===== src/rtl/pipelined_addsub_if.sv =====
`default_nettype none
// ============================================================================
// pipelined_addsub_if : operand/result handshake bundle for pipelined_addsub.
// The sat lane exists only when ADDSUB_SATURATE_EN is defined.  Rev 1.0
// ============================================================================
interface pipelined_addsub_if #(
   parameter int WIDTH = 64
);
   logic             in_valid;
   logic             in_ready;
   logic [WIDTH-1:0] a;
   logic [WIDTH-1:0] b;
   logic             sub;
   logic             cin;
`ifdef ADDSUB_SATURATE_EN
   logic             sat;
`endif
   logic             out_valid;
   logic             out_ready;
   logic [WIDTH-1:0] sum;
   logic             cout;
   logic             ovf;
   logic             zero;

   modport slave (
      input  in_valid,
      input  a,
      input  b,
      input  sub,
      input  cin,
`ifdef ADDSUB_SATURATE_EN
      input  sat,
`endif
      input  out_ready,
      output in_ready,
      output out_valid,
      output sum,
      output cout,
      output ovf,
      output zero
   );

   modport master (
      output in_valid,
      output a,
      output b,
      output sub,
      output cin,
`ifdef ADDSUB_SATURATE_EN
      output sat,
`endif
      output out_ready,
      input  in_ready,
      input  out_valid,
      input  sum,
      input  cout,
      input  ovf,
      input  zero
   );
endinterface
`default_nettype wire


===== src/rtl/pipelined_addsub.sv =====
`default_nettype none
// ============================================================================
// pipelined_addsub : segment-pipelined adder/subtractor, one SEG slice per
// stage, valid/ready with global stall. Optional macro: ADDSUB_SATURATE_EN.
// Rev 1.0
// ============================================================================
module pipelined_addsub #(
   parameter int WIDTH = 64,
   parameter int SEG   = 16
) (
   input  logic              clk,
   input  logic              reset_n,
   pipelined_addsub_if.slave bus
);
   localparam int N = WIDTH / SEG;

   logic             stall;
   logic             accept;
   logic             last_valid;
   logic [WIDTH-1:0] b_eff;
   logic             c0;

   // Global stall: every stage freezes while the head result is refused.
   assign stall        = last_valid & ~bus.out_ready;
   assign bus.in_ready = ~stall;
   assign accept       = bus.in_valid & ~stall;
   assign b_eff        = bus.sub ? ~bus.b : bus.b;
   assign c0           = bus.sub | bus.cin;

   for (genvar k = 0; k < N; k++) begin : g_stage
      logic                 valid_q;
      logic                 valid_d;
      logic [SEG-1:0]       a_seg;
      logic [SEG-1:0]       b_seg;
      logic                 c_in;
      logic [SEG:0]         seg_sum;
      logic [(k+1)*SEG-1:0] sum_d;
`ifdef ADDSUB_SATURATE_EN
      logic                 sat_in;
`endif

      if (k == 0) begin : g_src
         assign valid_d = accept;
         assign a_seg   = bus.a[SEG-1:0];
         assign b_seg   = b_eff[SEG-1:0];
         assign c_in    = c0;
         assign sum_d   = seg_sum[SEG-1:0];
`ifdef ADDSUB_SATURATE_EN
         assign sat_in  = bus.sat;
`endif
      end else begin : g_src
         assign valid_d = g_stage[k-1].valid_q;
         assign a_seg   = g_stage[k-1].g_skew.a_q[SEG-1:0];
         assign b_seg   = g_stage[k-1].g_skew.b_q[SEG-1:0];
         assign c_in    = g_stage[k-1].g_skew.carry_q;
         assign sum_d   = {seg_sum[SEG-1:0], g_stage[k-1].g_skew.sum_q};
`ifdef ADDSUB_SATURATE_EN
         assign sat_in  = g_stage[k-1].g_skew.sat_q;
`endif
      end

      assign seg_sum = {1'b0, a_seg} + {1'b0, b_seg} + {{SEG{1'b0}}, c_in};

      always_ff @(posedge clk) begin
         if (!reset_n) begin
            valid_q <= 1'b0;
         end else if (!stall) begin
            valid_q <= valid_d;
         end
      end

      if (k < N - 1) begin : g_skew
         // Skew registers keep only the slices that later stages still add.
         localparam int UW = WIDTH - (k + 1) * SEG;

         logic [UW-1:0]        a_q;
         logic [UW-1:0]        b_q;
         logic [UW-1:0]        a_d;
         logic [UW-1:0]        b_d;
         logic [(k+1)*SEG-1:0] sum_q;
         logic                 carry_q;
`ifdef ADDSUB_SATURATE_EN
         logic                 sat_q;
`endif

         if (k == 0) begin : g_up
            assign a_d = bus.a[WIDTH-1:SEG];
            assign b_d = b_eff[WIDTH-1:SEG];
         end else begin : g_up
            assign a_d = g_stage[k-1].g_skew.a_q[UW+SEG-1:SEG];
            assign b_d = g_stage[k-1].g_skew.b_q[UW+SEG-1:SEG];
         end

         always_ff @(posedge clk) begin
            if (!reset_n) begin
               a_q     <= '0;
               b_q     <= '0;
               sum_q   <= '0;
               carry_q <= 1'b0;
`ifdef ADDSUB_SATURATE_EN
               sat_q   <= 1'b0;
`endif
            end else if (!stall) begin
               a_q     <= a_d;
               b_q     <= b_d;
               sum_q   <= sum_d;
               carry_q <= seg_sum[SEG];
`ifdef ADDSUB_SATURATE_EN
               sat_q   <= sat_in;
`endif
            end
         end
      end else begin : g_last
         logic [WIDTH-1:0] sum_q;
         logic [WIDTH-1:0] sum_fin;
         logic             cout_q;
         logic             ovf_q;
         logic             zero_q;
         logic             ovf_d;

         // Carry into the MSB is recovered from the MSB's own sum bit.
         assign ovf_d = (a_seg[SEG-1] ^ b_seg[SEG-1] ^ seg_sum[SEG-1]) ^ seg_sum[SEG];

`ifdef ADDSUB_SATURATE_EN
         always_comb begin
            sum_fin = sum_d;
            if (sat_in && ovf_d) begin
               sum_fin = a_seg[SEG-1] ? {1'b1, {(WIDTH-1){1'b0}}}
                                      : {1'b0, {(WIDTH-1){1'b1}}};
            end
         end
`else
         assign sum_fin = sum_d;
`endif

         always_ff @(posedge clk) begin
            if (!reset_n) begin
               sum_q  <= '0;
               cout_q <= 1'b0;
               ovf_q  <= 1'b0;
               zero_q <= 1'b0;
            end else if (!stall) begin
               sum_q  <= sum_fin;
               cout_q <= seg_sum[SEG];
               ovf_q  <= ovf_d;
               zero_q <= (sum_fin == '0);
            end
         end
      end
   end

   assign last_valid    = g_stage[N-1].valid_q;
   assign bus.out_valid = last_valid;
   assign bus.sum       = g_stage[N-1].g_last.sum_q;
   assign bus.cout      = g_stage[N-1].g_last.cout_q;
   assign bus.ovf       = g_stage[N-1].g_last.ovf_q;
   assign bus.zero      = g_stage[N-1].g_last.zero_q;

endmodule
`default_nettype wire


===== src/flat_wrapper.sv =====
// flat-port wrapper written by rule: the top's interface ports become plain ports
module pipelined_addsub_flat 
#(
   parameter int WIDTH = 64,
   parameter int SEG   = 16
)
  (clk, reset_n, bus_in_valid, bus_a, bus_b, bus_sub, bus_cin, bus_out_ready, bus_in_ready, bus_out_valid, bus_sum, bus_cout, bus_ovf, bus_zero);
  pipelined_addsub_if #(.WIDTH(WIDTH)) bus_i ();
  input  logic clk;
  input  logic reset_n;
  input wire logic [$bits(bus_i.in_valid)-1:0] bus_in_valid;
  input wire logic [$bits(bus_i.a)-1:0] bus_a;
  input wire logic [$bits(bus_i.b)-1:0] bus_b;
  input wire logic [$bits(bus_i.sub)-1:0] bus_sub;
  input wire logic [$bits(bus_i.cin)-1:0] bus_cin;
  input wire logic [$bits(bus_i.out_ready)-1:0] bus_out_ready;
  output wire logic [$bits(bus_i.in_ready)-1:0] bus_in_ready;
  output wire logic [$bits(bus_i.out_valid)-1:0] bus_out_valid;
  output wire logic [$bits(bus_i.sum)-1:0] bus_sum;
  output wire logic [$bits(bus_i.cout)-1:0] bus_cout;
  output wire logic [$bits(bus_i.ovf)-1:0] bus_ovf;
  output wire logic [$bits(bus_i.zero)-1:0] bus_zero;
  assign bus_i.in_valid = bus_in_valid;
  assign bus_i.a = bus_a;
  assign bus_i.b = bus_b;
  assign bus_i.sub = bus_sub;
  assign bus_i.cin = bus_cin;
  assign bus_i.out_ready = bus_out_ready;
  assign bus_in_ready = bus_i.in_ready;
  assign bus_out_valid = bus_i.out_valid;
  assign bus_sum = bus_i.sum;
  assign bus_cout = bus_i.cout;
  assign bus_ovf = bus_i.ovf;
  assign bus_zero = bus_i.zero;
  pipelined_addsub #(.WIDTH(WIDTH), .SEG(SEG)) u_core (.clk(clk), .reset_n(reset_n), .bus(bus_i));
endmodule

===== config.mk =====
export PLATFORM = sky130hd
export DESIGN_NAME = pipelined_addsub_flat
export DESIGN_NICKNAME = d
export VERILOG_FILES = /design/src/rtl/pipelined_addsub_if.sv /design/src/rtl/pipelined_addsub.sv /design/src/flat_wrapper.sv
export SDC_FILE = /design/constraint.sdc
export NUM_CORES = 1
export LEC_CHECK = 0
export CORE_UTILIZATION = 45
export DETAILED_ROUTE_END_ITERATION = 10
export PLACE_DENSITY = 0.77
export SLEW_MARGIN = 20
export SYNTH_ARGS = -nofsm -noshare
export SYNTH_HDL_FRONTEND = slang
export SYNTH_SLANG_ARGS = --single-unit

===== constraint.sdc =====
create_clock -name clk -period 4.4 [get_ports clk]
set_clock_uncertainty 0.1 [all_clocks]
set_input_delay 0.44 -clock clk [delete_from_list [all_inputs] [get_ports clk]]
set_output_delay 0.44 -clock clk [all_outputs]
set_load 0.01 [all_outputs]

# After elaboration in Yosys (flattened, before gate mapping)
# Cells that the tools add are included.
# totals
input_bits	134
out_inout_bits	69
wordCells	39
reg_bits	362
# op_classes
reduce_logical	1
muxes	1
addsub	8
bitwise	9
# ops
operator	n
16-bit by 16-bit adder with 17-bit output	4
17-bit by 1-bit adder with 17-bit output	4
64-bit logical NOT	1
64-bit 2-to-1 mux	1
64-bit NOT	1
1-bit bitwise XOR	3
1-bit bitwise AND	2
1-bit NOT	2
1-bit OR	1

# Depth between registers and ports, before layout
# Gate-level depths: netlist of run 1.
# logic_depth
ltp_word	4
depth_mapped	12

# Worst setup path after synthesis of run 1
# No wires, ideal clock.
# synth_path
path_kind	input port to flip-flop
start	input port bus_sub
end	register u_core.g_stage[0].g_skew.carry_q
stages	12
slack_ps	593
t_arrival_ps	3592
setup_time_ps	114
n_path_buf	2
cell_sequence	clkbuf_1 > buf_1 > nor2_1 > fa_1 > fa_1 > nor2b_1 > o31ai_2 > a211oi_1 > o31ai_1 > o21ai_1 > a2111oi_0 > a2111oi_0
# synth_via
elab_chain_len	3
# synth_lines
item	line	rtl
start: declaration	flat_wrapper.sv:14	input wire logic [$bits(bus_i.sub)-1:0] bus_sub;
64-bit 2-to-1 mux	pipelined_addsub.sv:27	assign b_eff = bus.sub ? ~bus.b : bus.b;
16-bit by 16-bit adder with 17-bit output	pipelined_addsub.sv:62	assign seg_sum = {1'b0, a_seg} + {1'b0, b_seg} + {{SEG{1'b0}}, c_in};
17-bit by 1-bit adder with 17-bit output *	pipelined_addsub.sv:62	
end signal: assignment	pipelined_addsub.sv:107	carry_q <= seg_sum[SEG];
end: declaration	pipelined_addsub.sv:81	logic carry_q;
# Mark *: on every way between the ends. The rest lies on a longest branch, timed or not.
# A chain may end at the register's enable or synchronous reset.

# Worst setup path in the final report of run 1
# layout_path
start	input port bus_b[0]
end	register u_core.g_stage[0].g_skew.carry_q
# layout_via
elab_chain_len	4
# layout_lines
item	line	rtl
start: declaration	flat_wrapper.sv:13	input wire logic [$bits(bus_i.b)-1:0] bus_b;
64-bit NOT	pipelined_addsub.sv:27	
64-bit 2-to-1 mux *	pipelined_addsub.sv:27	
16-bit by 16-bit adder with 17-bit output *	pipelined_addsub.sv:62	
17-bit by 1-bit adder with 17-bit output *	pipelined_addsub.sv:62	
# Marks and branches as above.

==> results of run 1 <==
## synth_stat cells, types with 14 or more instances
cell / instances / area, sq um
sky130_fd_sc_hd__a211oi_1: 70 / 526
sky130_fd_sc_hd__a21oi_1: 309 / 1550
sky130_fd_sc_hd__a31oi_1: 14 / 87.6
sky130_fd_sc_hd__buf_1: 23 / 86.3
sky130_fd_sc_hd__clkbuf_1: 114 / 428
sky130_fd_sc_hd__dfxtp_1: 362 / 7250
sky130_fd_sc_hd__ha_1: 60 / 751
sky130_fd_sc_hd__inv_1: 27 / 101
sky130_fd_sc_hd__nand2_1: 568 / 2130
sky130_fd_sc_hd__nand3_1: 23 / 115
sky130_fd_sc_hd__nor2_1: 109 / 409
sky130_fd_sc_hd__nor3_1: 29 / 145
sky130_fd_sc_hd__o21a_1: 15 / 113
sky130_fd_sc_hd__o21ai_0: 35 / 175
sky130_fd_sc_hd__xnor2_1: 70 / 613
sky130_fd_sc_hd__xor2_1: 21 / 184
## per-stage QoR
step                      util, %  instance area [sq um]
after floorplan                 -                  16000
after global placement       52.5                  18200
after detailed placement     52.5                  18200
after CTS                    56.3                  19500
after global routing         56.3                  19500
final                        56.3                  19500
## power by group through the flow
stage / registers [mW] / logic, mW / clock network (mW)
4_1_cts: 3.63 / 0.997 / 3.41
3_3_place_gp: 3.69 / 0.964 / 0
5_1_grt: 3.65 / 1.10 / 3.57
6_report: 3.63 / 0.997 / 3.36
3_5_place_dp: 3.70 / 0.984 / 0
2_1_floorplan: 3.67 / 0.628 / 0
## flip-flops by register name (all words and copies together) (netlist names)
signal,flops
u_core.bus.cout,1
u_core.bus.out_valid,1
u_core.bus.ovf,1
u_core.bus.sum,64
u_core.bus.zero,1
u_core.g_stage.g_skew.a_q,96
u_core.g_stage.g_skew.b_q,96
u_core.g_stage.g_skew.carry_q,3
u_core.g_stage.g_skew.sum_q,96
u_core.g_stage.valid_q,3
## cell families after synthesis
logic type	Yosys count
and+or+nand+nor	812
AOI/OAI and AO/OA	505
DFF	362
buffers and inverters	165
xor gates and xnor gates	91
adders and majority gates	68
muxes	3
## worst paths after layout
| check | depth (start not counted) | slack (ns) | end | from |
|---|---|---|---|---|
| min | 2 | 0.35 | u_core.bus.sum[43] | u_core.bus.sum[43] |
| min reg2reg | 2 | 0.35 | u_core.bus.sum[43] | u_core.bus.sum[43] |
| max reg2reg | 10 | 1.40 | u_core.bus.zero | u_core.g_stage[2].g_skew.b_q[0] |
| max | 11 | 1.02 | u_core.g_stage[0].g_skew.carry_q | bus_b[0] |
## layer usage
layer,track usage [%],share of wire (%),vias up
met4,6.68,2.7,0
met3,3.59,6.1,73
met5,0,0,-
met1,30.2,47,6457
li1,-,-,7059
met2,34.0,44,376
## tightest hold or removal path, stage by stage, from the launching register on
cell and delay [ns]:
sky130_fd_sc_hd__dfxtp_1 0.31, sky130_fd_sc_hd__nand2_1 0.05, sky130_fd_sc_hd__a21oi_1 0.05
## cell usage in the layout, fill, tap and decap left out, types with 4 or more instances in the layout
cell type and instances:
sky130_fd_sc_hd__nor2b_1 7, sky130_fd_sc_hd__clkinv_2 9, sky130_fd_sc_hd__o21a_1 15, sky130_fd_sc_hd__clkbuf_8 4
sky130_fd_sc_hd__a211oi_1 70, sky130_fd_sc_hd__nor3_1 29, sky130_fd_sc_hd__inv_1 26, sky130_fd_sc_hd__o21ai_0 35
sky130_fd_sc_hd__xor2_1 21, sky130_fd_sc_hd__nand3_1 23, sky130_fd_sc_hd__and4_1 4, sky130_fd_sc_hd__xnor2_1 70
sky130_fd_sc_hd__a21oi_1 309, sky130_fd_sc_hd__clkdlybuf4s50_1 201, sky130_fd_sc_hd__ha_1 60, sky130_fd_sc_hd__nor4_1 11
sky130_fd_sc_hd__clkbuf_1 6, sky130_fd_sc_hd__o31a_1 4, sky130_fd_sc_hd__fa_1 8, sky130_fd_sc_hd__and3_1 5
sky130_fd_sc_hd__nand2b_1 5, sky130_fd_sc_hd__nand2_1 568, sky130_fd_sc_hd__a21o_1 8, sky130_fd_sc_hd__a2111oi_0 4
sky130_fd_sc_hd__dfxtp_1 362, sky130_fd_sc_hd__nand4_1 11, sky130_fd_sc_hd__and2_1 5, sky130_fd_sc_hd__o211ai_1 8
sky130_fd_sc_hd__or3_1 8, sky130_fd_sc_hd__o21ai_1 5, sky130_fd_sc_hd__a31oi_1 14, sky130_fd_sc_hd__clkbuf_16 39
sky130_fd_sc_hd__nor2_1 109, sky130_fd_sc_hd__nand4b_1 9, sky130_fd_sc_hd__bufinv_16 6, sky130_fd_sc_hd__buf_4 13
## final cells by class
type,count,area [sq um],area share [%]
Clock inverter,19,259,1.33
Timing Repair Buffer,217,2170,11.1
Multi-Input combinational cell,1479,8120,41.6
Clock buffer,49,1050,5.39
Tap cell,455,569,2.91
Sequential cell,362,7250,37.1
Inverter,28,120,0.615
==> impl_summary.md, run 1 <==
Hold path
The type of the tightest min-delay check is flop to flop.

Worst setup path
The endpoint arrival time on the critical path is 3.67 ns. The maximum fanout along the worst path is 4. The worst setup path is captured at a flop. The largest individual stage delay along the critical path comes from the cell sky130_fd_sc_hd__a211oi_1. Together, buffers and inverters on the worst path number 1. The category of the most critical setup path is primary input to flop. The worst setup path is launched from a primary input. Grouping stages by cell kind, the critical path spends the most delay in compound AO/OA/AOI/OAI gates. Traced cell by cell, the critical path runs through clkdlybuf4s50_1 -> xnor2_1 -> fa_1 -> fa_1 -> nor2b_1 -> o31ai_2 -> a211oi_1 -> o31ai_1 -> o21ai_1 -> a2111oi_0 -> a2111oi_0. The biggest cell delay along the critical path is 0.43 ns. At the worst endpoint, the required time is 4.69 ns.

Floorplanning
The die boundary width is 190 um. Once the floorplan was initialized, standard cells occupied 46.0% of the core. The core area is 34700 sq um. The floorplan die area is 36300 sq um. The row count is 68. The number of top-level design ports is 203. The chip height is 190 um.

Clocking
In this run, post-CTS repair resized a total of 0 instances. The maximum number of buffers from clock root to sink is 3. The clock sink total is 362. The H-tree was split into 2 levels. After clock tree synthesis, the flow added hold-fix buffers numbering 0. The cell sitting at the root of the clock tree is a sky130_fd_sc_hd__clkbuf_16. In this run, CTS created clock tree buffers numbering 38.

The number of post-CTS setup repair buffers is 0. Clock-pin slew was measured on the worst setup and hold paths at 0.06 ns. The later pin in the worst-skew pair is clocked with a latency of 0.52 ns. The CTS tree is built.

Placed design
Routability-driven placement finished with a final weighted congestion of 0.910. During placement, the flow inserted port buffers numbering 202. The placed instance count is 2541. The worst setup slack after placement is 0.579 ns.

The HPWL after detailed placement is 26900 um.

Synth
The post-synthesis compound-gate area fraction is 18.7%. Synthesis produced a netlist with a net count of 2208. Dividing the synthesized area by the synthesized cell count gives 7.97 sq um. Of the synthesized area, sequential elements account for 45.3%. Yosys printed 0 warnings.

Summing the areas of all and, or, nand and nor instances in the mapped netlist gives 21.2% of the synthesized area. The synthesized instance count is 2006. The count of flip-flops with a built-in enable after synthesis is 0. The share of async-settable or async-resettable flops after synthesis is 0%. The mapped cell area is 16000 sq um. The synthesis-stage register bit count is 362.

Multiplexer cells account for 0.188% of the synthesized area. The dominant synthesized flop cell is sky130_fd_sc_hd__dfxtp_1. The post-synthesis cell type count is 65. The synthesized netlist devotes 4.99% of its cell area to XOR and XNOR gates. Of the total synthesized cell area, the portion taken by full adders, half adders and majority gates is 5.70%. After synthesis, the largest family of logic cells by area is simple AND/OR/NAND/NOR gates.

Final layout
The total inserted antenna cells is 0. The number of filler instances in the final layout is 3173. For this run, the number of standard cells in the final layout without fillers is 2609.

The area overhead of the layout relative to synthesis is 22.3%. The number of nets in the layout is 2328. In the final layout, the share of cells above drive strength 1 is 4.36%.

Timing
The final setup slack of the worst path is 1.02 ns. The number of slew-limit violations in the final report is 0. The final clock period utilization by the worst path is 76.9%. The maximum achievable frequency is 295 MHz. After routing, the total negative slack on setup checks comes to 0 ns. Setup repair after global routing left no endpoint under its margin.

For the pin with the worst max-slew slack, the measured transition is 1.11 ns. The number of hold-slack violations in the final timing report is 0. Headroom to the max-slew limit came out at 26.2%. Setup violations remaining at the end of the flow were counted as 0. The minimum period implied by the final worst setup slack is 3.38 ns. The final hold slack is 0.351 ns.

Power
The worst ir drop on vdd is 0.249 mV. The clock network burns 42.0% of the power. For this design the static power due to leakage is 7.50 nW. Sequential cells account for 45.5% of the total power. For this design the ratio of total power to cell area is 408 nW/um^2. The switching part of the total power is 24.5%. The net switching power of the design is 1.96 mW. The total power of the final layout is 7.98 mW. The internal power of the cells totals 6.03 mW. Of the total power, combinational logic draws 12.5%.

Routing
The final layout contains routed wiring with a total length of 40000 um. The detailed-route DRC error count is 0. The length of the first detailed-routing pass in iterations is 5. The count of nets left with antenna violations once routing finished came out at 0.

The number of design-rule violations left by the first detailed-router iteration is 983. The detailed router placed 13965 vias in this run. The vias per cell is 5.35.

After detailed routing, the average wire length per cell comes to 15.3 um.

Global route
The number of global-route vias before repair came to 12941. The initial antenna violation count was 0. Global routing used 21.6% of the available tracks. The global-route wire length before repair is 64500 um.

The global-route congestion overflow total is 0. The maximum number of pins on one net before global-route repair is 242.

Outcome
The run finished with clean final reports.

Job
Across the run, the number of max-cap violations was 0.
Note: power is estimated with default switching activity, not from simulation.
==> run 2: changes to the inputs <==
--- a/config.mk
+++ b/config.mk
@@ -7,7 +7,7 @@
 export LEC_CHECK = 0
 export CORE_UTILIZATION = 45
 export DETAILED_ROUTE_END_ITERATION = 10
-export PLACE_DENSITY = 0.77
+export PLACE_DENSITY = 0.8
 export SLEW_MARGIN = 20
 export SYNTH_ARGS = -nofsm -noshare
 export SYNTH_HDL_FRONTEND = slang
==> constraint.sdc (replaced) <==
create_clock -name clk -period 2.8 [get_ports clk]
set_clock_uncertainty 0.1 [all_clocks]
set_input_delay 0.28 -clock clk [delete_from_list [all_inputs] [get_ports clk]]
set_output_delay 0.28 -clock clk [all_outputs]
set_load 0.01 [all_outputs]
==> impl_summary.md, run 2 (synthesis gave the netlist of run 1 again) <==
Power
VDD sags by at most 0.496 mV. Dividing total power by cell area gives a power density of 625 nW/um^2. The static leakage is 7.65 nW.

Final layout
Cells with a size suffix above 1 make up 6.51% of the layout. In the layout the commonest cells are 568 x sky130_fd_sc_hd__nand2_1, 361 x sky130_fd_sc_hd__dfxtp_1, 308 x sky130_fd_sc_hd__a21oi_1. The total inserted antenna cells is 0.

The finished cells cover 19800 sq um. Fill cells in the final layout number 3113. The commonest non-fill, non-tap cell in the layout is sky130_fd_sc_hd__nand2_1. The number of nets in the layout is 2355. The area overhead of the layout relative to synthesis is 24.2%. In the final layout, the registers with the most flip-flops are u_core.g_stage.g_skew.a_q: 96 flops, u_core.g_stage.g_skew.b_q: 96 flops, u_core.g_stage.g_skew.sum_q: 96 flops.

Placed design
The post-detailed-placement half-perimeter wirelength is 28300 um. The routability-driven placement congestion ratio is 0.870. In this run the tool buffered the top-level ports with 202 buffer cells. The worst setup slack after placement is -0.367 ns. The instance area at placement is 18500 sq um.

Timing
The final clock period utilization by the worst path is 94.9%. Setup repair after global routing could not meet its margin everywhere. The worst path meets setup with 0.144 ns of slack. The maximum achievable frequency is 377 MHz. The transition time at the pin with the least slew margin is 0.766 ns.

The number of hold-slack violations in the final timing report is 0. Setup violations remaining at the end of the flow were counted as 0. The smallest clock period supported by the final layout is computed as 2.66 ns. The worst pin sits at a relative slew slack of 48.9%. The number of slew-limit violations in the final report is 0.

Worst setup path
The required time of the critical path is 3.13 ns. The sort of element at the end of the critical path is a flop. Along the worst path, the maximum fanout reaches 4. The slowest stage of the critical path is the sky130_fd_sc_hd__fa_2 cell. The signal on the critical path passes through fa_2 -> inv_2 -> fa_2 -> nand2b_4 -> a21oi_1 -> o211ai_1 -> a211oi_2 -> o31a_1 -> or3_1 -> a21oi_1.

Data arrives at the worst endpoint at 2.99 ns. STA classifies the critical path startpoint as a flop. The category of the most critical setup path is flop to flop. The biggest cell delay along the critical path is 0.42 ns.

Global route
Global routing finished with a remaining overflow of 0. The global-route usage over all layers is 21.7%. Entering global routing, the biggest net connects 145 pins. The initial antenna violation count is 1.

The number of global-route vias before repair is 13030. The first global-routing pass estimated 64800 um of wire.

Routing
After detailed routing, the number of vias per cell comes to 5.35. The detailed router used layers up to and including met5. The detailed-route wire length on metal 1 is 19100 um. The total number of vias is 14119.

The number of routed nets with antenna violations is 0. The routed length on met3 is 1850 um. After detailed routing, the number of remaining DRC violations is 0. The length of the first detailed-routing pass in iterations is 5. For this block, the initial DRC count from the detailed router was 974. After detailed routing, the average wire length per cell comes to 15.4 um. The total length of routed wires is 40500 um. The wire length on met2 is 18800 um.

Floorplanning
The effective utilization at floorplan is 46.0%. The row count is 68. The core region is 34700 sq um.

The floorplan step set the die height to 190 um. 203 I/O pins were placed. The floorplan die area is 36300 sq um. In this run the horizontal extent of the chip is 190 um.

Clocking
The CTS tree is built. The number of H-tree branching levels is 2. Counting along the longest clock path gives a buffer depth of 3. The cell chosen for the clock root is sky130_fd_sc_hd__clkbuf_16.

Buffers inserted during clock tree synthesis total 39. The clock transition at the registers of the reported paths is 0.06 ns. The clock latency reported for the late side of the worst-skew pair is 0.52 ns. The clock net in this run drives a total of 362 sinks.

Hold path
The type of the tightest min-delay check is primary input to flop.

Outcome
The run finished with clean final reports.

Job
The total of max-cap violations is 0.
run 2: cell types whose count changed in the layout (fill, tap and decap cells not counted), sizes merged:
cell / change
clkinv: -1
clkbuf: +8
bufinv: -4
inv: -1
buf: +26
run 2: critical path, delay by kind of cell (launching register included):
family          cells  cell delay (ns)
compound gates      5             0.95
fa+ha+maj           2             0.64
buf+inv             1             0.08
flops               1             0.33
simple gates        2             0.49
run 2: power by group:
part	switching, mW	internal (mW)	total (mW)
clock	2.05	3.02	5.07
combinational	0.825	0.791	1.62
sequential	0.216	5.50	5.72
run 2: metal layers:
layer	global-route usage, %	up-vias
met5	0	-
met3	3.35	54
met2	35.3	305
met4	5.78	2
met1	29.8	6639
li1	-	7119
run 2: area by class of cell:
cell class                 count  area (sq um)  area share [%]
clock buffer                  57          1140            5.76
clock inverter                13           125           0.631
inverter                      28           120           0.605
multi-input combinational   1479          8220            41.4
sequential                   362          7250            36.5
tap                          455           569            2.87
timing repair buffer         243          2410            12.2
run 2: stage by stage:
stage	TNS, ns	hold WS, ns	util [%]	instances	power [mW]
floorplan	-0.0340	0.320	-	2006	6.77
global placement	-0.931	0.338	53.2	2566	7.38
detailed placement	-1.22	0.344	53.2	2566	7.42
CTS	0	0.199	56.9	2636	12.5
global route	-0.0661	0.211	57.2	2637	12.9
finish	0	0.215	57.2	2637	12.4
run 2: final timing paths:
path,startpoint,endpoint,slack [ns],depth (start not counted)
setup / recovery,u_core.g_stage[2].g_skew.a_q[0],u_core.bus.sum[62],0.14,10
hold / removal,bus_a[27],u_core.g_stage[0].g_skew.a_q[11],0.22,3
hold reg to reg,u_core.bus.sum[17],u_core.bus.sum[17],0.35,2
setup reg to reg,u_core.g_stage[2].g_skew.a_q[0],u_core.bus.sum[62],0.14,10
run 2: timing repair:
action                     in CTS  in global routing
setup endpoints to repair       2                 10
resized for setup               2                 16
hold buffers                    0                  0
hold endpoints to repair        0                  0
buffers inserted                0                  1
gates cloned                    0                  0
pin swaps                       1                  5
==> run 3: changes to the inputs <==
--- a/config.mk
+++ b/config.mk
@@ -5,6 +5,7 @@
 export SDC_FILE = /design/constraint.sdc
 export NUM_CORES = 1
 export LEC_CHECK = 0
+export CORE_ASPECT_RATIO = 0.8
 export CORE_UTILIZATION = 45
 export DETAILED_ROUTE_END_ITERATION = 10
 export PLACE_DENSITY = 0.8
==> impl_summary.md, run 3 (synthesis gave the netlist of run 1 again) <==
Outcome
The flow ran to the end, and the final reports show no timing, DRC or antenna violations.

Worst setup path
The required time of the critical path is 3.10 ns. The critical path is of the flop to flop type. The sort of element at the end of the critical path is a flop. In this run the critical register-to-register path is launched from u_core.g_stage[2].g_skew.carry_q. The maximum fanout along the worst path is 3. The endpoint identified for the worst register-to-register timing path is u_core.bus.sum[61].

The endpoint arrival time on the critical path is 3.00 ns. The worst setup path is launched from a flop. The critical path goes through fa_2 -> buf_4 -> a211oi_2 -> o21ai_0 -> a221oi_2 -> buf_4 -> o21ai_0 -> xnor2_1 -> o21a_1 -> nor2_1. On the critical path, the stage with the largest delay is an instance of sky130_fd_sc_hd__a221oi_2.

The biggest cell delay along the critical path is 0.42 ns. The slack of the worst reg-to-reg path is 0.09 ns. The number of cells on the worst reg-to-reg path is 10.

Final layout
The footprint of the multi-input gates is 8230 sq um. The sequential standard cell area is 7250 sq um. The number of filler instances in the final layout is 3072.

The number of nets in the layout is 2355. In the layout the commonest cells are 568 x sky130_fd_sc_hd__nand2_1, 362 x sky130_fd_sc_hd__dfxtp_1, 309 x sky130_fd_sc_hd__a21oi_1. Relative to the synthesized area, the layout overhead comes to 24.9%. The number of antenna diodes in the final layout is 0. Leaving out fill and tap cells, the most frequent cell in the layout is sky130_fd_sc_hd__nand2_1.

In the final layout, the share of cells above drive strength 1 is 6.52%. The largest registers in the layout are u_core.g_stage.g_skew.a_q: 96 flops, u_core.g_stage.g_skew.b_q: 96 flops, u_core.g_stage.g_skew.sum_q: 96 flops.

Hold path
The worst hold path passes through 3 cells. The startpoint identified for the worst hold timing path is bus_a[53]. The worst hold endpoint is u_core.g_stage[0].g_skew.a_q[37].

The type of the tightest min-delay check is primary input to flop.

Routing
After detailed routing, the total wire length is 41400 um. In the final routed layout, each cell accounts on average for 15.6 um. The detailed-route DRC error count is 0.

The count of nets left with antenna violations once routing finished came out at 0. The length of the first detailed-routing pass in iterations is 5. The detailed router finished its first iteration with 1044 violations. In the routed layout, each cell is associated on average with a via count of 5.33. Summing over every cut layer, the via total after detailed routing is 14132.

Global route
The global-route congestion overflow total is 0. The number of global-route vias before repair is 13038. The maximum number of pins on one net before global-route repair is 181. The first global-routing pass estimated 66000 um of wire. The initial antenna violation count was 0.

The global-route usage over all layers is 22.4%.

Power
The worst-case IR drop observed on VDD is 0.367 mV. The static leakage is 7.69 nW. The power per unit of standard cell area is 636 nW/um^2.

Floorplanning
The die boundary width is 213 um. The chip height is 171 um. In this run the core area contains 61 standard-cell rows. The core region is 34900 sq um.

The effective utilization at floorplan is 45.8%. During I/O placement, the number of pins put on the boundary was 203. The floorplan die area is 36300 sq um.

Timing
The number of slew-limit violations in the final report is 0. The worst path needs 2.71 ns of the cycle, external delays included. The number of hold-slack violations in the final timing report was 0. Hold is met by 0.201 ns. Measured against its own limit, the worst slew margin works out to 27.2%. For the pin with the worst max-slew slack, the measured transition is 1.09 ns. The post-route setup TNS is 0 ns. The maximum achievable frequency is 370 MHz. In the post-route analysis, the smallest setup slack over all paths is 0.0938 ns. Setup violations remaining at the end of the flow were counted as 0. The final clock period utilization by the worst path is 96.7%.

Clocking
The clock latency reported for the late side of the worst-skew pair is 0.53 ns. The root buffer cell chosen for the clock tree is sky130_fd_sc_hd__clkbuf_16. The CTS buffer count is 37. The CTS tree is built. The H-tree was split into 2 levels. The clock passes through at most 3 buffers.

For this design, the sink count on the clock tree is 362. After clock tree synthesis, the flow added hold-fix buffers numbering 0. The clock transition at the registers of the reported paths is 0.06 ns.

Placed design
Routability-driven placement finished with a final weighted congestion of 0.826. The worst setup slack after placement is -0.417 ns. Once detailed placement completed, the half-perimeter wirelength came to 28500 um.

Input and output buffers added on the ports amount to 202.

Job
The tool flagged a number of max-cap violations equal to 0.
==> run 3: where the power goes <==
part	switching [mW]	internal, mW
Sequential	0.213	5.50
Combinational	0.843	0.792
Clock	2.04	3.31
==> run 3: how the worst max path moves through the flow <==
stage,slack (ns),start,endpoint,cells past startpoint
CTS,0.01,u_core.g_stage[2].g_skew.carry_q,u_core.bus.sum[62],10
global route,-0.06,u_core.g_stage[2].g_skew.carry_q,u_core.bus.sum[63],10
global placement,-0.34,bus_b[0],u_core.g_stage[0].g_skew.carry_q,11
floorplan,-0.03,bus_sub,u_core.g_stage[0].g_skew.carry_q,12
detailed placement,-0.42,bus_a[0],u_core.g_stage[0].g_skew.carry_q,11
finish,0.09,u_core.g_stage[2].g_skew.carry_q,u_core.bus.sum[61],10
==> run 3: per-layer routing <==
layer	GRT usage, %	up-vias	part of all wire (%)
li1	-	7124	-
met1	32.2	6620	48
met2	34.5	331	44
met3	3.47	57	5.2
met4	6.26	0	2.1
met5	0	-	0
==> run 3: worst max-delay path: cells and delay by family (launching register included) <==
kind	cells	cell delay, ns
adder cells (fa/ha/maj)	1	0.39
AND/OR/NAND/NOR	1	0.03
flip-flops	1	0.33
AO/OA/AOI/OAI	5	1.17
buffers and inverters	2	0.33
XOR/XNOR	1	0.23
==> run 3: what timing repair did <==
item                       4_1_cts  5_1_grt
pin swaps                        2        7
hold endpoints to repair         0        0
gates resized for setup          3       17
setup endpoints to repair        1       13
setup buffers                    1        0
==> run 3: cell type report <==
class	instances	area share [%]
Sequential cell	362	36.3
Clock inverter	14	1.19
Inverter	28	0.602
Clock buffer	51	5.51
Multi-Input combinational cell	1479	41.3
Tap cell	472	2.96
Timing Repair Buffer	245	12.2
==> run 3: metrics by stage <==
| stage | power (mW) | area (sq um) | util (%) | cells |
|---|---|---|---|---|
| global route | 13.2 | 20000 | 57.2 | 2651 |
| floorplan | 6.77 | 16000 | - | 2006 |
| finish | 12.7 | 20000 | 57.2 | 2651 |
| CTS | 12.8 | 19900 | 57.0 | 2651 |
| detailed placement | 7.42 | 18500 | 53.1 | 2585 |
| global placement | 7.38 | 18500 | 53.1 | 2585 |
==> RTL edit 1, RTL diff (flow settings as in run 3) <==
Make the reset (`reset_n`) asynchronous in 3 clocked blocks.
--- a/src/rtl/pipelined_addsub.sv
+++ b/src/rtl/pipelined_addsub.sv
@@ -61,7 +61,7 @@
 
       assign seg_sum = {1'b0, a_seg} + {1'b0, b_seg} + {{SEG{1'b0}}, c_in};
 
-      always_ff @(posedge clk) begin
+      always_ff @(posedge clk or negedge reset_n) begin
          if (!reset_n) begin
             valid_q <= 1'b0;
          end else if (!stall) begin
@@ -91,7 +91,7 @@
             assign b_d = g_stage[k-1].g_skew.b_q[UW+SEG-1:SEG];
          end
 
-         always_ff @(posedge clk) begin
+         always_ff @(posedge clk or negedge reset_n) begin
             if (!reset_n) begin
                a_q     <= '0;
                b_q     <= '0;
@@ -133,7 +133,7 @@
          assign sum_fin = sum_d;
 `endif
 
-         always_ff @(posedge clk) begin
+         always_ff @(posedge clk or negedge reset_n) begin
             if (!reset_n) begin
                sum_q  <= '0;
                cout_q <= 1'b0;
Formal check against the unedited RTL: differs if reset_n is asserted again (counterexample within 4 cycles, from zero or initial values and one cycle with reset_n low); with reset_n held inactive, the same outputs for 4 cycles.
==> RTL edit 1 against run 3 <==
  * The run now ends with setup timing left
  * Sequential share of layout area increased by 6.3 points
  * Area after synthesis rose by 6.5%
  * Final area increased by 6.5%
  * Sequential cell count unchanged
  * Routed wire length fell by 3.0%
  * Final cell count decreased by 0.68%
  * Setup slack worse by 0.22 ns
  * Critical path type unchanged
  * Highest routed layer is now met5
Power is not compared: it rests on default switching activity, and its combinational part moved more than twofold at a synthesized area within 25%.
==> RTL edit 1: results (changes against run 3) <==
n_fill_cell: 3191  # +3.9%
worst_slew_pin_slew_ns: 0.8929  # -0.1992 ns
routed_via_density: 5.149  # -3.4%
holdWs_ns: 0.1789  # -0.02202 ns
violations: "setup timing"
min_from: "bus_a[55]"
finalSetupViolations: 3  # +3
synth_seq_area_share_pct: 53.23  # +7.9 points
track_usage_pct: 21.11  # -1.2 points
fin_cells: 2633  # -0.68%
synth_area_per_cell_um2: 8.854  # +11%
reg_top3: "u_core.g_stage.g_skew.a_q x96, u_core.g_stage.g_skew.b_q x96, u_core.g_stage.g_skew.sum_q x96"
cp_max_fo: 2  # -1
place.gp.congestion: 0.9028  # +9.3%
status: "complete, but fails checks"
final_layout_size_suffix_gt1_share_pct: 6.850  # +0.33 points
grt_pass1_vias: 13350  # +2.4%
antennaDiodeCount: 0  # unchanged
layout.nets: 2324  # -1.3%
leakage_uw: 0.01018
tns_ns: -0.1831  # -0.1831 ns
netlist_top_cells_area: "dfrtp_1 53%, nand2_1 19%, ha_1 4.4%, xnor2_1 3.4%, o21ai_0 2.9%"
met1_usage_pct: 29.28  # -2.9 points
dp_slack_ns: -0.3618  # +0.05482 ns
worstSetupStartpoint: "u_core.g_stage[2].g_skew.carry_q"
critPathArrivalTime_ns: 3.24  # +0.24 ns
routedWlPerCell_um: 15.23  # -2.4%
dr.pass1.iters: 5  # unchanged
place_hpwl_um: 27900  # -2.0%
clkLatencyLatePin_ns: 0.53  # about the same
antenna_found_initial: 1  # +1
cts_made_buffers: 39  # +5.4%
h-tree-depth: 2  # unchanged
placedInstanceArea_um2: 19750  # +6.6%
synth_cell_type_count: 68  # +4.6%
wl_met3_um: 1878  # -12%
grtUsageMet3_pct: 3.807  # +0.34 points
top_layer: "met5"
met2_length_um: 18950  # +3.3%
cts.clk_slew.worst_paths_ns: 0.06  # about the same
grt_start_max_net_pins: 153  # -15%
portBuffers: 202  # unchanged
setup_slack_ns: -0.1295  # -0.2232 ns
wl_met1_um: 18510  # -7.5%
drt-initial-drc-count: 893  # -14%
async_reset_ff_share_pct: 100.0  # +100 points
syn_nets: 2124  # -3.8%
yosys-top-cells-count: "847 x nand2_1, 362 x dfrtp_1, 97 x o21ai_0, 82 x clkbuf_1, 66 x xnor2_1"
clock_path_buffers: 3  # unchanged
use_met2_pct: 34.21  # -0.27 points
==> RTL edit 1: final cells by class <==
class | count | area [um2] | area share, %
Sequential cell | 362 | 9059 | 42.63
Timing Repair Buffer | 249 | 2496 | 11.75
Clock buffer | 59 | 1194 | 5.617
Tap cell | 487 | 609.3 | 2.867
Inverter | 31 | 123.9 | 0.5829
Multi-Input combinational cell | 1439 | 7657 | 36.03
Clock inverter | 6 | 111.4 | 0.5240
==> RTL edit 1: cells by family after synthesis <==
kind of cell,synth area share (%)
AO/OA/AOI/OAI,8.426
buffers and inverters,2.794
adder cells (fa/ha/maj),5.353
multiplexers,0.5367
XOR/XNOR,5.198
flip-flops,53.23
AND/OR/NAND/NOR,24.46
==> RTL edit 1: timing repair <==
item,CTS,global route
hold endpoints to repair,66,0
hold buffers,1,0
resized for setup,12,20
setup endpoints to repair,6,10
setup buffers,2,3
pin swaps,11,17
==> RTL edit 1: power by group <==
part / switching [uW] / total, uW / internal (uW)
logic: 5780 / 10500 / 4680
clock network: 2030 / 5230 / 3200
registers: 1600 / 9190 / 7590
total: 9410 / 24900 / 15500
==> RTL edit 1: final timing paths <==
kind / depth (start not counted) / to
max: 10 / u_core.bus.zero
min reg2reg: 2 / u_core.g_stage[1].g_skew.b_q[0]
max in group asynchronous: 3 / u_core.g_stage[1].g_skew.a_q[15]
max reg2reg: 10 / u_core.bus.zero
min in group asynchronous: 2 / u_core.bus.sum[14]
min: 3 / u_core.g_stage[0].g_skew.a_q[39]
==> RTL edit 1: critical path, cell delays in order, from the launching register on <==
cell	delay [ns]
dfrtp_1	0.41
fa_2	0.43
fa_2	0.41
a21oi_4	0.22
buf_6	0.14
o2111ai_4	0.10
xor2_1	0.22
and3b_1	0.21
and4_1	0.18
and4b_1	0.17
a41o_1	0.23
==> RTL edit 2, RTL diff (settings of run 3) <==
Without the edit above. Register the output `bus.ovf`; this adds one clock of latency there.
--- a/src/rtl/pipelined_addsub.sv
+++ b/src/rtl/pipelined_addsub.sv
@@ -153,7 +153,9 @@
    assign bus.out_valid = last_valid;
    assign bus.sum       = g_stage[N-1].g_last.sum_q;
    assign bus.cout      = g_stage[N-1].g_last.cout_q;
-   assign bus.ovf       = g_stage[N-1].g_last.ovf_q;
+   always_ff @(posedge clk) begin
+      bus.ovf <= g_stage[N-1].g_last.ovf_q;
+   end
    assign bus.zero      = g_stage[N-1].g_last.zero_q;
 
 endmodule
Formal check against the unedited RTL: not equivalent (Yosys sat finds a counterexample within 10 cycles, from zero or initial values and one cycle with reset_n low).
==> RTL edit 2 against run 3 <==
  * Sequential cell count up 1
  * Routed wire length up 0.12%
  * Setup slack worse by 0.066 ns
  * Count of clock-buffer cells in the layout up 1
  * Fmax down 2.4%
  * Sequential power about the same
  * Sequential share of layout area up 0.078 points
  * Total power down 1.5%
  * Global-route usage down 0.062 points
  * Largest power group unchanged
  * Final area up 0.11%
  * Non-clock buffer count up 6
  * Area after synthesis up 0.13%
==> RTL edit 2: results (changes against run 3) <==
synth_seq_area_share_pct: 45.42  # +0.068 points
r2r_setup_slack_ns: 0.03  # -0.07 ns
yosys-top-cells-count: "568 x nand2_1, 363 x dfxtp_1, 309 x a21oi_1, 114 x clkbuf_1, 109 x nor2_1"
antennaDiodeCount: 0  # unchanged
routedWlPerCell_um: 15.57  # -0.26%
drt-initial-drc-count: 1204  # +15%
track_usage_pct: 22.29  # -0.062 points
reg_top3: "u_core.g_stage.g_skew.a_q x96, u_core.g_stage.g_skew.b_q x96, u_core.g_stage.g_skew.sum_q x96"
leakage_uw: 0.007690  # about the same
place_hpwl_um: 28530  # +0.23%
cpMaxStageDelayCell: "a221oi_2"
p_int_uw: 9371  # -2.4%
vias: 14267  # +0.96%
rr_worst_depth: 9  # -1
critPathArrivalTime_ns: 3.14  # +0.14 ns
place.gp.congestion: 0.8407  # +1.8%
holdWs_ns: 0.1991  # -0.001890 ns
timing.rr.start: "u_core.g_stage[2].g_skew.carry_q"
clock_path_buffers: 3  # unchanged
grt_start_max_net_pins: 132  # -27%
netlist_top_cells_area: "dfxtp_1 45%, nand2_1 13%, a21oi_1 9.7%, ha_1 4.7%, xnor2_1 3.8%"
final_layout_size_suffix_gt1_share_pct: 6.852  # +0.34 points
placedInstanceArea_um2: 18560  # +0.22%
synth_area_per_cell_um2: 7.972  # about the same
layout.nets: 2362  # +0.30%
vdd_drop_max_mv: 0.3605  # -1.8%
grt_pass1_wl_um: 66050  # +0.12%
yosys_warnings: 0  # unchanged
dr.pass1.iters: 5  # unchanged
grt_pass1_vias: 13147  # +0.84%
dp.cells: 2587  # +0.077%
slew-limit-headroom_pct: 51.58  # +24 points
antenna_found_initial: 1  # +1
syn_nets: 2209  # +0.045%
drt-total-wl_um: 41420  # +0.12%
max_stage_delay_ns: 0.46  # +0.04 ns
portBuffers: 202  # unchanged
status: "finished, final reports clean"
crit_end: "u_core.bus.zero"
==> RTL edit 2: power by group through the flow <==
stage / Clock (uW) / Sequential [uW] / Combinational [uW]
finish: 5110 / 5730 / 1660
CTS: 5210 / 5720 / 1640
global route: 5420 / 5770 / 1830
floorplan: 0 / 5790 / 997
global placement: 0 / 5820 / 1570
detailed placement: 0 / 5840 / 1610
==> RTL edit 2: layout make-up <==
cell class / count / area [um2]
fillers: 3127 / 14900
multi-input cells: 1479 / 8249
flip-flops and latches: 363 / 7271
repair buffers: 251 / 2487
clock buffers: 52 / 1065
well taps: 472 / 590.6
clock inverters: 16 / 197.7
inverters: 28 / 120.1
==> RTL edit 2: kinds of logic after synthesis <==
group           after synthesis  synth area share, %
simple gates                812                21.16
compound gates              505                18.69
flops                       363                45.42
buf+inv                     165                3.871
xor+xnor                     91                4.981
fa+ha+maj                    68                5.693
mux                           3               0.1877
==> RTL edit 2: how the worst min path moves through the flow <==
stage,depth (start not counted),from,end
3_3_place_gp,0,u_core.g_stage[3].g_last.ovf_q,u_core.bus.ovf
2_1_floorplan,0,u_core.g_stage[3].g_last.ovf_q,u_core.bus.ovf
5_1_grt,3,bus_a[58],u_core.g_stage[0].g_skew.a_q[42]
6_report,3,bus_a[35],u_core.g_stage[0].g_skew.a_q[19]
3_5_place_dp,0,u_core.g_stage[3].g_last.ovf_q,u_core.bus.ovf
4_1_cts,3,bus_a[35],u_core.g_stage[0].g_skew.a_q[19]
==> RTL edit 2: repair_timing <==
action	4_1_cts	5_1_grt
pin swaps	3	18
resized for setup	11	15
buffers inserted	1	5
endpoints found under the setup margin	5	12
hold buffers	0	0
cloned	0	0
==> RTL edit 2: critical path, delay by kind of cell (launching register included) <==
kind                       cells  cell delay [ns]
xor gates and xnor gates       1             0.16
adders and majority gates      1             0.40
and+or+nand+nor                1             0.31
DFF                            1             0.33
AOI/OAI and AO/OA              5             1.27
buffers and inverters          1             0.15
==> RTL edit 2: metal layers <==
metal | wire length (um) | up-vias | GRT usage [%]
met5 | 13 | - | 0
met4 | 770 | 2 | 5.724
met3 | 2301 | 64 | 3.965
met2 | 18280 | 376 | 35.09
met1 | 20060 | 6673 | 31.36
li1 | - | 7152 | -
==> RTL edit 2: through the flow <==
step	setup WS [ns]	util [%]	total power [uW]
4_1_cts	0.005961	57.01	12570
5_1_grt	-0.1272	57.28	13020
6_report	0.02765	57.28	12500
2_1_floorplan	-0.03399	-	6784
3_3_place_gp	-0.3023	53.21	7396
3_5_place_dp	-0.4213	53.21	7448
